===== config.mk =====
export PLATFORM = sky130hd
export DESIGN_NAME = nco_phase_gen
export DESIGN_NICKNAME = d
export VERILOG_FILES = /design/src/rtl/nco_phase_gen.sv
export SDC_FILE = /design/constraint.sdc
export NUM_CORES = 1
export LEC_CHECK = 0
export BUFFER_PORTS_ARGS = -buffer_cell sky130_fd_sc_hd__buf_2
export CORE_MARGIN = 5
export CORE_UTILIZATION = 50
export DETAILED_ROUTE_END_ITERATION = 16
export GPL_TIMING_DRIVEN = 1
export PLACE_DENSITY_LB_ADDON = 0.15
export SETUP_SLACK_MARGIN = 0.02
export SYNTH_ARGS = -nofsm -noshare
export SYNTH_HDL_FRONTEND = slang
export SYNTH_SLANG_ARGS = --single-unit
export TNS_END_PERCENT = 5

===== constraint.sdc =====
create_clock -name clk -period 2.9 [get_ports clk]
set_input_delay 0.29 -clock clk [delete_from_list [all_inputs] [get_ports clk]]
set_output_delay 0.29 -clock clk [all_outputs]
set_load 0.01 [all_outputs]

===== src/rtl/nco_phase_gen.sv =====
// Phase generator for the unrolled sine block: emits UNR lanes base+k*FTW per cycle, base advancing by UNR*FTW.
// First vector two cycles after start; FTW accepted only in IDLE (ftw_ready), no output backpressure.
module nco_phase_gen #(
  parameter int DWIDTH = 14,
  parameter int UNR    = 4,
  parameter int CNTW   = 16
) (
  input  logic              clk,
  input  logic              reset_n,
  input  logic [DWIDTH-1:0] ftw_in,
  input  logic              ftw_valid,
  output logic              ftw_ready,
  input  logic [DWIDTH-1:0] phase_in,
  input  logic [CNTW-1:0]   burst_len,
  input  logic              start,
  input  logic              stop,
  output logic [DWIDTH-1:0] dout [UNR],
  output logic              dout_valid,
  output logic              busy,
  output logic              done
);

  typedef enum logic [1:0] {
    IDLE = 2'd0,
    LOAD = 2'd1,
    RUN  = 2'd2,
    DONE = 2'd3
  } state_t;

  state_t state, state_nxt;

  logic [DWIDTH-1:0] ftw_q;
  logic [DWIDTH-1:0] base_q;
  logic [DWIDTH-1:0] step_q;
  logic [DWIDTH-1:0] off_q [UNR];
  logic [CNTW-1:0]   len_q;
  logic [CNTW-1:0]   cnt_q;
  logic              burst_end;
  logic              emit;

  // len_q == 0 means free-running; the counter is then frozen so it can never alias a length
  assign burst_end = (len_q != '0) && (cnt_q == len_q);
  assign emit      = (state == RUN) && !stop && !burst_end;

  always_ff @(posedge clk or negedge reset_n) begin
    if (!reset_n) begin
      state <= IDLE;
    end else begin
      state <= state_nxt;
    end
  end

  always_comb begin
    state_nxt = state;
    case (state)
      IDLE:    if (start) state_nxt = LOAD;
      LOAD:    state_nxt = stop ? DONE : RUN;
      RUN:     if (stop || burst_end) state_nxt = DONE;
      DONE:    state_nxt = IDLE;
      default: state_nxt = IDLE;
    endcase
  end

  always_comb begin
    ftw_ready = (state == IDLE);
    busy      = (state == LOAD) || (state == RUN);
    done      = (state == DONE);
  end

  always_ff @(posedge clk or negedge reset_n) begin
    if (!reset_n) begin
      ftw_q      <= '0;
      base_q     <= '0;
      step_q     <= '0;
      len_q      <= '0;
      cnt_q      <= '0;
      dout_valid <= 1'b0;
      for (int k = 0; k < UNR; k++) begin
        off_q[k] <= '0;
        dout[k]  <= '0;
      end
    end else begin
      if ((state == IDLE) && ftw_valid) begin
        ftw_q <= ftw_in;
      end
      if ((state == IDLE) && start) begin
        base_q <= phase_in;
        len_q  <= burst_len;
        cnt_q  <= '0;
      end
      // Lane offsets and the per-cycle step are fixed for the whole burst
      if (state == LOAD) begin
        for (int k = 0; k < UNR; k++) begin
          off_q[k] <= ftw_q * DWIDTH'(k);
        end
        step_q <= ftw_q * DWIDTH'(UNR);
      end
      dout_valid <= emit;
      if (emit) begin
        for (int k = 0; k < UNR; k++) begin
          dout[k] <= base_q + off_q[k];
        end
        base_q <= base_q + step_q;
        if (len_q != '0) begin
          cnt_q <= cnt_q + CNTW'(1);
        end
      end
    end
  end

  a_done_quiet: assert property (@(posedge clk) disable iff (!reset_n) done |-> !dout_valid);

endmodule

==> flow_metrics.py, run 1 <==
metrics = {
    "min_path": {
        "min_path_type": "input pin to register",
        "holdPathStages": 2,
        "hold_path_end": "ftw_q[9]",
        "timing.hold.worst.start": "ftw_in[9]",
    },
    "detailed_routing": {
        "detail_route.wirelength_microns": 20100,
        "drt_first_pass_iters": 5,
        "vias_per_cell": 5.51,
        "vias": 6656,
        "remaining_drc_errors": 0,
        "ant_nets": 0,
        "routed_wire_length_per_instance_microns": 16.6,
        "drt_iter0_drc": 406,
    },
    "place": {
        "placedCellCount": 1178,
        "dpl-instance-area_sq_mm": 0.00938,
        "port_buffers": 108,
        "place_congestion": 0.913,
        "hpwl_microns": 15100,
        "place_worst_setup_slack_ns": 0.103,
    },
    "final_layout": {
        "final-instance-count-excl-fill": 1208,
        "postLayoutCoreUtil_pct": 59.6,
        "post_route_cells_drive_above_1_share_pct": 21.4,
        "nets": 1097,
        "layout.cell_area.non_filler_sq_mm": 0.00995,
        "antenna_cells_inserted": 0,
        "flow.area_growth_from_synthesis_pct": 16.4,
    },
    "logic_synthesis": {
        "synth_ff_type": "dfrtp_1",
        "syn-cell-area_sq_mm": 0.00855,
        "ys_top_cells_by_area": "dfrtp_1, ha_1, mux2_2",
        "synth_cell_type_count": 58,
        "synth_top_area_share_pct": 42.1,
        "seq_cells_post_synth": 144,
        "syn_avg_cell_area_sq_um": 9.86,
        "post-synth-top-area-cell": "dfrtp_1",
        "mappedNetlistNets": 986,
        "postSynthCellCount": 867,
        "sequential_to_total_area_share_from_yosys_stat_pct": 42.1,
        "synth-edff-count": 0,
        "ys_async_sr_fraction_pct": 100,
        "synth.yosys.warnings": 0,
    },
    "clock_tree": {
        "cts_made_buffers": 17,
        "clkSinkCount": 144,
        "clkTransAtPathRegs_ns": 0.06,
        "cts_setup_buffers": 0,
        "max-clock-path-buffers": 2,
        "clock_h_tree_levels": 4,
        "cts_tree": "yes",
        "clock_insertion_delay_worst_skew_ns": 0.42,
        "clk_tree_root_cell": "clkbuf_16",
    },
    "global_routing": {
        "grt_util_all_layers_pct": 20.7,
        "total_gr_overflow": 0,
        "antenna_found_initial": 0,
        "grt_max_degree": 71,
        "grt_pass1_vias": 6519,
        "grt_first_pass_wirelength_microns": 33100,
    },
    "pwr": {
        "p_leak_nw": 4.84,
        "power.total_mw": 13.9,
        "power-per-cell-area_mw_per_mm2": 1400,
        "irDropWorstVdd_uv": 769,
    },
    "die": {
        "fp.dieW_microns": 141,
        "core_region_area_sq_mm": 0.0167,
        "top_level_ports": 109,
        "design.die.area_sq_mm": 0.0198,
        "placementRows": 47,
        "die_y_microns": 141,
        "floorplan.initialDensity_pct": 51.2,
    },
    "sta": {
        "hold_viol": 0,
        "final.setup.tns_ns": 0,
        "post-route-worst-setup-slack_ns": 0.163,
        "worst_margin_pin_slew_ns": 0.597,
        "final-setup-viol-count": 0,
        "finalHoldWorstSlack_ns": 0.0931,
        "maxSlewViolCount": 0,
        "max_freq_mhz": 365,
        "slew_headroom_pct": 60.1,
        "grt_setup_unrepaired": "yes",
        "period_share_pct": 94.4,
        "finalCriticalPeriod_ns": 2.74,
        "fin_skew_ns": 0.00667,
    },
    "setup_path": {
        "crit_arrival_ns": 3.03,
        "critical_path.reg2reg.endpoint": "dout[38]",
        "regToRegStartpoint": "off_q[28]",
        "timing.critical_path.from_type": "register",
        "category_of_the_critical_setup_timing_path": "register to register",
        "critical_path_peak_fanout": 5,
        "category_of_the_worst_setup_path_capture_point": "register",
        "ff2ff_path_depth": 9,
        "required_time_of_the_critical_path_ns": 3.19,
        "worst-r2r-setup-slack_ns": 0.16,
    },
    "run": {
        "maxcap_viol_count": 0,
    },
    "run_status": {
        "status": "complete, no violations",
    },
}
[report_power, final]
part	total [mW]	switching, mW	internal (mW)
combinational	8.01	4.34	3.67
sequential	3.81	0.891	2.92
clock	2.09	0.797	1.29
[synth_stat cells (all sizes together) (2+ instances only)]
master,number
o31ai,9
inv,21
nor4b,2
mux2i,13
nor2,44
a31oi,8
nor3,10
xnor2,26
nor2b,13
or3,3
a2111oi,2
o21a,9
nor3b,2
a22o,2
nand4,8
o41ai,5
a211oi,13
xor2,38
nor4,8
o21bai,6
nand2,119
and4,4
a21oi,38
clkbuf,13
nand3,12
buf,20
or2,2
nand4b,3
mux2,53
a311oi,2
o21ai,87
a221oi,3
a21o,18
o2111ai,2
dfrtp,144
fa,5
ha,65
o311ai,2
nand2b,8
and3,13
[flip-flops by register name (all words and copies together) (netlist names)]
signal	flops
cnt_q	16
len_q	16
dout	54
dout_valid	1
base_q	14
ftw_q	14
off_q	27
state	2
[how the worst max path moves through the flow]
stage,startpoint,end,slack [ns],depth (start not counted)
after floorplan,base_q[1],dout[27],0.13,8
after global placement,base_q[1],dout[27],0.13,8
after detailed placement,ftw_q[0],off_q[11],0.10,9
after CTS,ftw_q[0],off_q[13],0.08,9
after global routing,ftw_q[0],off_q[11],0.02,9
final,off_q[28],dout[38],0.16,9
[final cells by class]
cell class	count	area, sq um
clock buffer	22	464
clock inverter	7	87.6
fill	1484	6750
inverter	21	78.8
multi-input combinational	669	4740
sequential	144	3600
tap	220	275
timing repair buffer	125	702
[kinds of logic after synthesis]
group	synth area share (%)
xor+xnor	6.55
mux	8.50
compound gates	15.6
buf+inv	2.63
simple gates	13.9
fa+ha+maj	10.7
flops	42.1
[worst max-delay path: stages (launching register included)]
cell and delay [ns]:
dfrtp_1 0.38, buf_4 0.15, ha_1 0.26, fa_1 0.46
a21o_1 0.21, a21oi_1 0.24, o21ai_0 0.28, o41ai_1 0.38
xor2_1 0.18, o21ai_0 0.08
[routing by layer]
metal / part of all wire, % / up-vias / wire length, microns / GRT usage (%)
met4: 2.1 / 0 / 422 / 7.04
met2: 44 / 130 / 8860 / 31.7
met5: 0 / - / 0 / 0
li1: - / 3329 / - / -
met1: 50 / 3170 / 10000 / 29.8
met3: 3.8 / 27 / 760 / 3.73
[cell usage in the layout (no fill, tap or decap), drive strengths merged, types with 5 or more instances in the layout]
cell type,instances
buf,124
nand2b,8
clkbuf,22
o21a,9
mux2,53
mux2i,13
nand3,12
o21bai,6
inv,21
xnor2,26
o21ai,87
nor4,8
a211oi,13
and3,13
nor3,10
xor2,38
a21oi,38
a21o,18
nor2b,13
o41ai,5
dfrtp,144
o31ai,9
nand2,119
nor2,44
fa,5
nand4,8
ha,65
a31oi,8
[timing repair]
action | CTS | global route
hold buffers | 1 | 0
hold endpoints to repair | 43 | 0
setup endpoints to repair | 1 | 3
gates resized for setup | 1 | 1
pin swaps | 0 | 2
No activity file was read; power rests on OpenSTA's default activity.
==> run 2, diff against run 1 <==
Settings changed: PLACE_DENSITY set to 0.73, PLACE_DENSITY_LB_ADDON 0.15 to not set.
==> run 2 against run 1 <==
Net effect:
- sequential share of layout area shrank 0.38 points
- critical path depth decreased by 1
- maximum frequency down 0.91%
- critical path type unchanged
==> flow_metrics.py, run 2 (synthesis results as in run 1) <==
metrics = {
    "global_routing": {
        "antenna_found_initial": 0,
        "grt_max_degree": 75,
        "grt_pass1_vias": 6858,
        "grt_first_pass_wirelength_microns": 34600,
        "grt_util_all_layers_pct": 21.6,
        "total_gr_overflow": 0,
    },
    "final_layout": {
        "post_route_cells_drive_above_1_share_pct": 21.6,
        "antenna_cells_inserted": 0,
        "largest_register_ffs": 54,
        "filler_cells_inserted": 1407,
        "layout.cell_area.non_filler_sq_mm": 0.0101,
        "multi_input_area_sq_mm": 0.00474,
        "largest_registers_ranked_by_flip_flop_count": "dout (54), off_q (27)",
        "postLayoutCoreUtil_pct": 60.2,
        "final-instance-count-excl-fill": 1207,
        "register_area_sq_mm": 0.00360,
        "flow.area_growth_from_synthesis_pct": 17.6,
        "final_common_cell": "dfrtp_1",
        "most-common-layout-cells": "dfrtp_1, nand2_1, buf_2, o21ai_0, ha_1",
        "nets": 1093,
        "registers.top_by_ff_count": "dout",
    },
    "clock_tree": {
        "clk_tree_root_cell": "clkbuf_16",
        "clkTransAtPathRegs_ns": 0.06,
        "clock_insertion_delay_worst_skew_ns": 0.43,
        "cts_made_buffers": 17,
        "max-clock-path-buffers": 2,
        "cts_tree": "yes",
        "clkSinkCount": 144,
        "clock_h_tree_levels": 4,
    },
    "sta": {
        "worst_margin_pin_slew_ns": 0.697,
        "slew_headroom_pct": 53.6,
        "fin_skew_ns": 0.00936,
        "finalCriticalPeriod_ns": 2.76,
        "hold_viol": 0,
        "finalHoldWorstSlack_ns": 0.0872,
        "post-route-worst-setup-slack_ns": 0.138,
        "period_share_pct": 95.2,
        "final-setup-viol-count": 0,
        "grt_setup_unrepaired": "yes",
        "maxSlewViolCount": 0,
        "final.setup.tns_ns": 0,
        "max_freq_mhz": 362,
    },
    "place": {
        "place_congestion": 0.889,
        "dpl-instance-area_sq_mm": 0.00936,
        "hpwl_microns": 15200,
        "place_worst_setup_slack_ns": 0.0315,
        "placedCellCount": 1174,
        "port_buffers": 108,
    },
    "setup_path": {
        "critical_path.n_buffers_inverters": 0,
        "max_stage_delay_ns": 0.54,
        "critPathSlowestCell": "or4_1",
        "path_delay_family": "compound AO/OA/AOI/OAI gates",
        "category_of_the_worst_setup_path_capture_point": "register",
        "timing.critical_path.from_type": "register",
        "required_time_of_the_critical_path_ns": 3.22,
        "crit_chain": "ha_1 > fa_1 > a21o_1 > a21oi_2 > nor2b_1 > o41a_1 > or4_1 > a32o_1",
        "critical_path_peak_fanout": 5,
        "category_of_the_critical_setup_timing_path": "register to register",
        "crit_arrival_ns": 3.08,
    },
    "detailed_routing": {
        "vias_per_cell": 5.65,
        "vias": 6818,
        "ant_nets": 0,
        "drt_iter0_drc": 458,
        "detail_route.wirelength_microns": 20700,
        "routed_wire_length_per_instance_microns": 17.1,
        "remaining_drc_errors": 0,
        "drt_first_pass_iters": 5,
    },
    "die": {
        "top_level_ports": 109,
        "fp.dieW_microns": 141,
        "placementRows": 47,
        "die_y_microns": 141,
        "floorplan.initialDensity_pct": 51.2,
        "design.die.area_sq_mm": 0.0198,
        "core_region_area_sq_mm": 0.0167,
    },
    "pwr": {
        "p_leak_nw": 4.88,
        "irDropWorstVdd_uv": 773,
        "power.total_mw": 14.4,
        "power-per-cell-area_mw_per_mm2": 1430,
    },
    "run": {
        "maxcap_viol_count": 0,
    },
    "run_status": {
        "status": "complete, no violations",
    },
    "min_path": {
        "min_path_type": "input pin to register",
    },
}
[run 2: cell count changes in the layout (fill, tap and decap cells not counted), moves of 2 or more]
cell	delta
buf_4	-5
bufinv_16	+4
clkbuf_1	-3
clkinv_4	+2
[run 2: layout make-up]
cell class                      instances  share of cell area [%]
Multi-Input combinational cell        669                    47.1
Timing Repair Buffer                  121                    6.80
Clock inverter                         14                    2.35
Sequential cell                       144                    35.8
Clock buffer                           18                    4.37
Inverter                               21                   0.783
Tap cell                              220                    2.74
[run 2: report_power, final]
| group | internal, mW | total (mW) | switching, mW |
|---|---|---|---|
| logic | 3.65 | 8.03 | 4.38 |
| registers | 2.92 | 3.86 | 0.940 |
| clock network | 1.64 | 2.53 | 0.889 |
| total | 8.21 | 14.4 | 6.21 |
[run 2: worst paths after layout]
kind / startpoint / end / slack [ns] / cells past startpoint
min reg2reg: dout[53] / dout[53] / 0.47 / 2
max reg2reg: base_q[1] / dout[27] / 0.14 / 8
min in group asynchronous: reset_n / cnt_q[15] / 0.44 / 2
max: base_q[1] / dout[27] / 0.14 / 8
max in group asynchronous: reset_n / off_q[12] / 1.75 / 3
min: burst_len[11] / len_q[11] / 0.09 / 2
[run 2: per-layer routing]
layer | global-route usage [%] | part of all wire (%) | vias to the layer above
met5 | 0 | 0 | -
met4 | 8.31 | 3.0 | 0
met3 | 4.67 | 4.2 | 38
met2 | 34.4 | 47 | 156
met1 | 28.9 | 46 | 3296
li1 | - | - | 3328
[run 2: what timing repair did]
action,CTS,global route
hold endpoints to repair,71,0
pin swaps,0,2
setup endpoints to repair,2,4
resized for setup,1,2
buffers inserted,0,0
hold buffers,1,0
==> run 3, diff against run 2 <==
Settings changed: GPL_TIMING_DRIVEN 1 to 0, PLACE_DENSITY 0.73 to 0.7.
Clock period 2.9 ns to 2.68 ns, I/O delays scaled along.
==> run 3 against run 2 <==
Net effect:
- sequential share of layout area decreased by 0.30 points
- clock skew increased by 0.0038 ns
- largest cell class unchanged
- clock power decreased by 9.5%
- die area unchanged
==> flow_metrics.py, run 3 (synthesis results as in run 1) <==
metrics = {
    "detailed_routing": {
        "drt_first_pass_iters": 6,
        "routed_wire_length_per_instance_microns": 17.8,
        "detail_route.wirelength_microns": 22000,
        "ant_nets": 0,
        "drt_iter0_drc": 516,
        "vias": 6949,
        "remaining_drc_errors": 0,
        "vias_per_cell": 5.61,
    },
    "final_layout": {
        "multi_input_area_sq_mm": 0.00482,
        "largest_register_ffs": 54,
        "registers.top_by_ff_count": "dout",
        "postLayoutCoreUtil_pct": 60.8,
        "most-common-layout-cells": "dfrtp_1, nand2_1, buf_2, o21ai_0, ha_1",
        "register_area_sq_mm": 0.00361,
        "post_route_cells_drive_above_1_share_pct": 23.7,
        "filler_cells_inserted": 1431,
        "largest_registers_ranked_by_flip_flop_count": "dout (54), off_q (27)",
        "antenna_cells_inserted": 0,
        "final_common_cell": "dfrtp_1",
        "nets": 1124,
        "flow.area_growth_from_synthesis_pct": 18.8,
    },
    "place": {
        "hpwl_microns": 16400,
        "port_buffers": 108,
        "place_congestion": 0.888,
    },
    "die": {
        "top_level_ports": 109,
        "die_y_microns": 141,
        "floorplan.initialDensity_pct": 51.2,
        "design.die.area_sq_mm": 0.0198,
        "core_region_area_sq_mm": 0.0167,
        "fp.dieW_microns": 141,
        "placementRows": 47,
    },
    "clock_tree": {
        "clock_insertion_delay_worst_skew_ns": 0.43,
        "max-clock-path-buffers": 2,
        "clkSinkCount": 144,
        "clkTransAtPathRegs_ns": 0.06,
        "clk_tree_root_cell": "clkbuf_16",
        "clock_h_tree_levels": 4,
        "cts_tree": "yes",
        "cts_made_buffers": 17,
    },
    "sta": {
        "hold_viol": 0,
        "slew_headroom_pct": 49.9,
        "fin_skew_ns": 0.0131,
        "final.setup.tns_ns": 0,
        "final-setup-viol-count": 0,
        "max_freq_mhz": 379,
        "finalHoldWorstSlack_ns": 0.0665,
        "finalCriticalPeriod_ns": 2.64,
        "grt_setup_unrepaired": "yes",
        "period_share_pct": 98.6,
        "maxSlewViolCount": 0,
        "worst_margin_pin_slew_ns": 0.752,
    },
    "global_routing": {
        "grt_util_all_layers_pct": 22.6,
        "antenna_found_initial": 0,
        "grt_max_degree": 85,
        "grt_first_pass_wirelength_microns": 35700,
        "grt_pass1_vias": 6974,
        "total_gr_overflow": 0,
    },
    "pwr": {
        "p_leak_nw": 4.91,
        "power-per-cell-area_mw_per_mm2": 1520,
        "irDropWorstVdd_uv": 878,
        "power.total_mw": 15.5,
    },
    "setup_path": {
        "critical_path_peak_fanout": 4,
        "crit_arrival_ns": 2.96,
        "category_of_the_worst_setup_path_capture_point": "register",
        "timing.critical_path.from_type": "register",
        "category_of_the_critical_setup_timing_path": "register to register",
        "ff2ff_path_depth": 8,
        "required_time_of_the_critical_path_ns": 3.00,
    },
    "run": {
        "maxcap_viol_count": 0,
    },
    "min_path": {
        "min_path_type": "input pin to register",
        "holdPathStages": 2,
    },
    "run_status": {
        "status": "complete, no violations",
    },
}
## run 3: timing repair
item	4_1_cts	5_1_grt
setup endpoints to repair	9	26
hold endpoints to repair	60	0
resized for setup	15	10
pin swaps	5	3
setup buffers	4	5
hold buffers	1	0
## run 3: power breakdown
group          internal [mW]  switching, mW  leakage, nW
combinational           4.12           4.90         2.85
sequential              3.17           1.01         1.77
clock                   1.37          0.923        0.285
## run 3: through the flow
| step | cell area [sq um] | instances | worst slack [ns] |
|---|---|---|---|
| final | 10200 | 1238 | 0.0386 |
| after global routing | 10200 | 1238 | -0.0577 |
| after CTS | 10100 | 1233 | -0.0148 |
| after detailed placement | 9410 | 1196 | -0.193 |
| after global placement | 9370 | 1195 | -1.03 |
| after floorplan | 8560 | 867 | 0.0323 |
## run 3: critical path, stage by stage (launching register included)
cell	delay, ns
dfrtp_2	0.46
ha_4	0.19
fa_2	0.35
a21o_1	0.18
a21oi_2	0.15
nor2b_1	0.08
o41a_1	0.37
or4_1	0.52
a32o_1	0.23
## run 3: cell type report
class,instances,share of cell area (%)
plain buffers,33,1.44
clock inverters,10,0.838
multi-input cells,669,47.4
well taps,220,2.71
clock buffers,22,4.77
repair buffers,119,6.54
flip-flops and latches,144,35.5
inverters,21,0.776
## run 3: metal layers
layer / part of all wire, % / GRT usage (%) / vias up
li1: - / - / 3390
met5: 0 / 0 / -
met4: 3.2 / 9.33 / 0
met1: 45 / 30.3 / 3330
met2: 47 / 36.9 / 186
met3: 3.9 / 3.59 / 43
## run 3: path summary, 6_finish.rpt
path | slack, ns | from | endpoint
setup / recovery | 0.04 | off_q[28] | dout[27]
hold / removal | 0.07 | ftw_in[11] | ftw_q[11]
setup reg to reg | 0.04 | off_q[28] | dout[27]
hold reg to reg | 0.47 | dout[54] | dout[54]
max in group asynchronous | 1.48 | reset_n | base_q[11]
min in group asynchronous | 0.38 | reset_n | len_q[2]
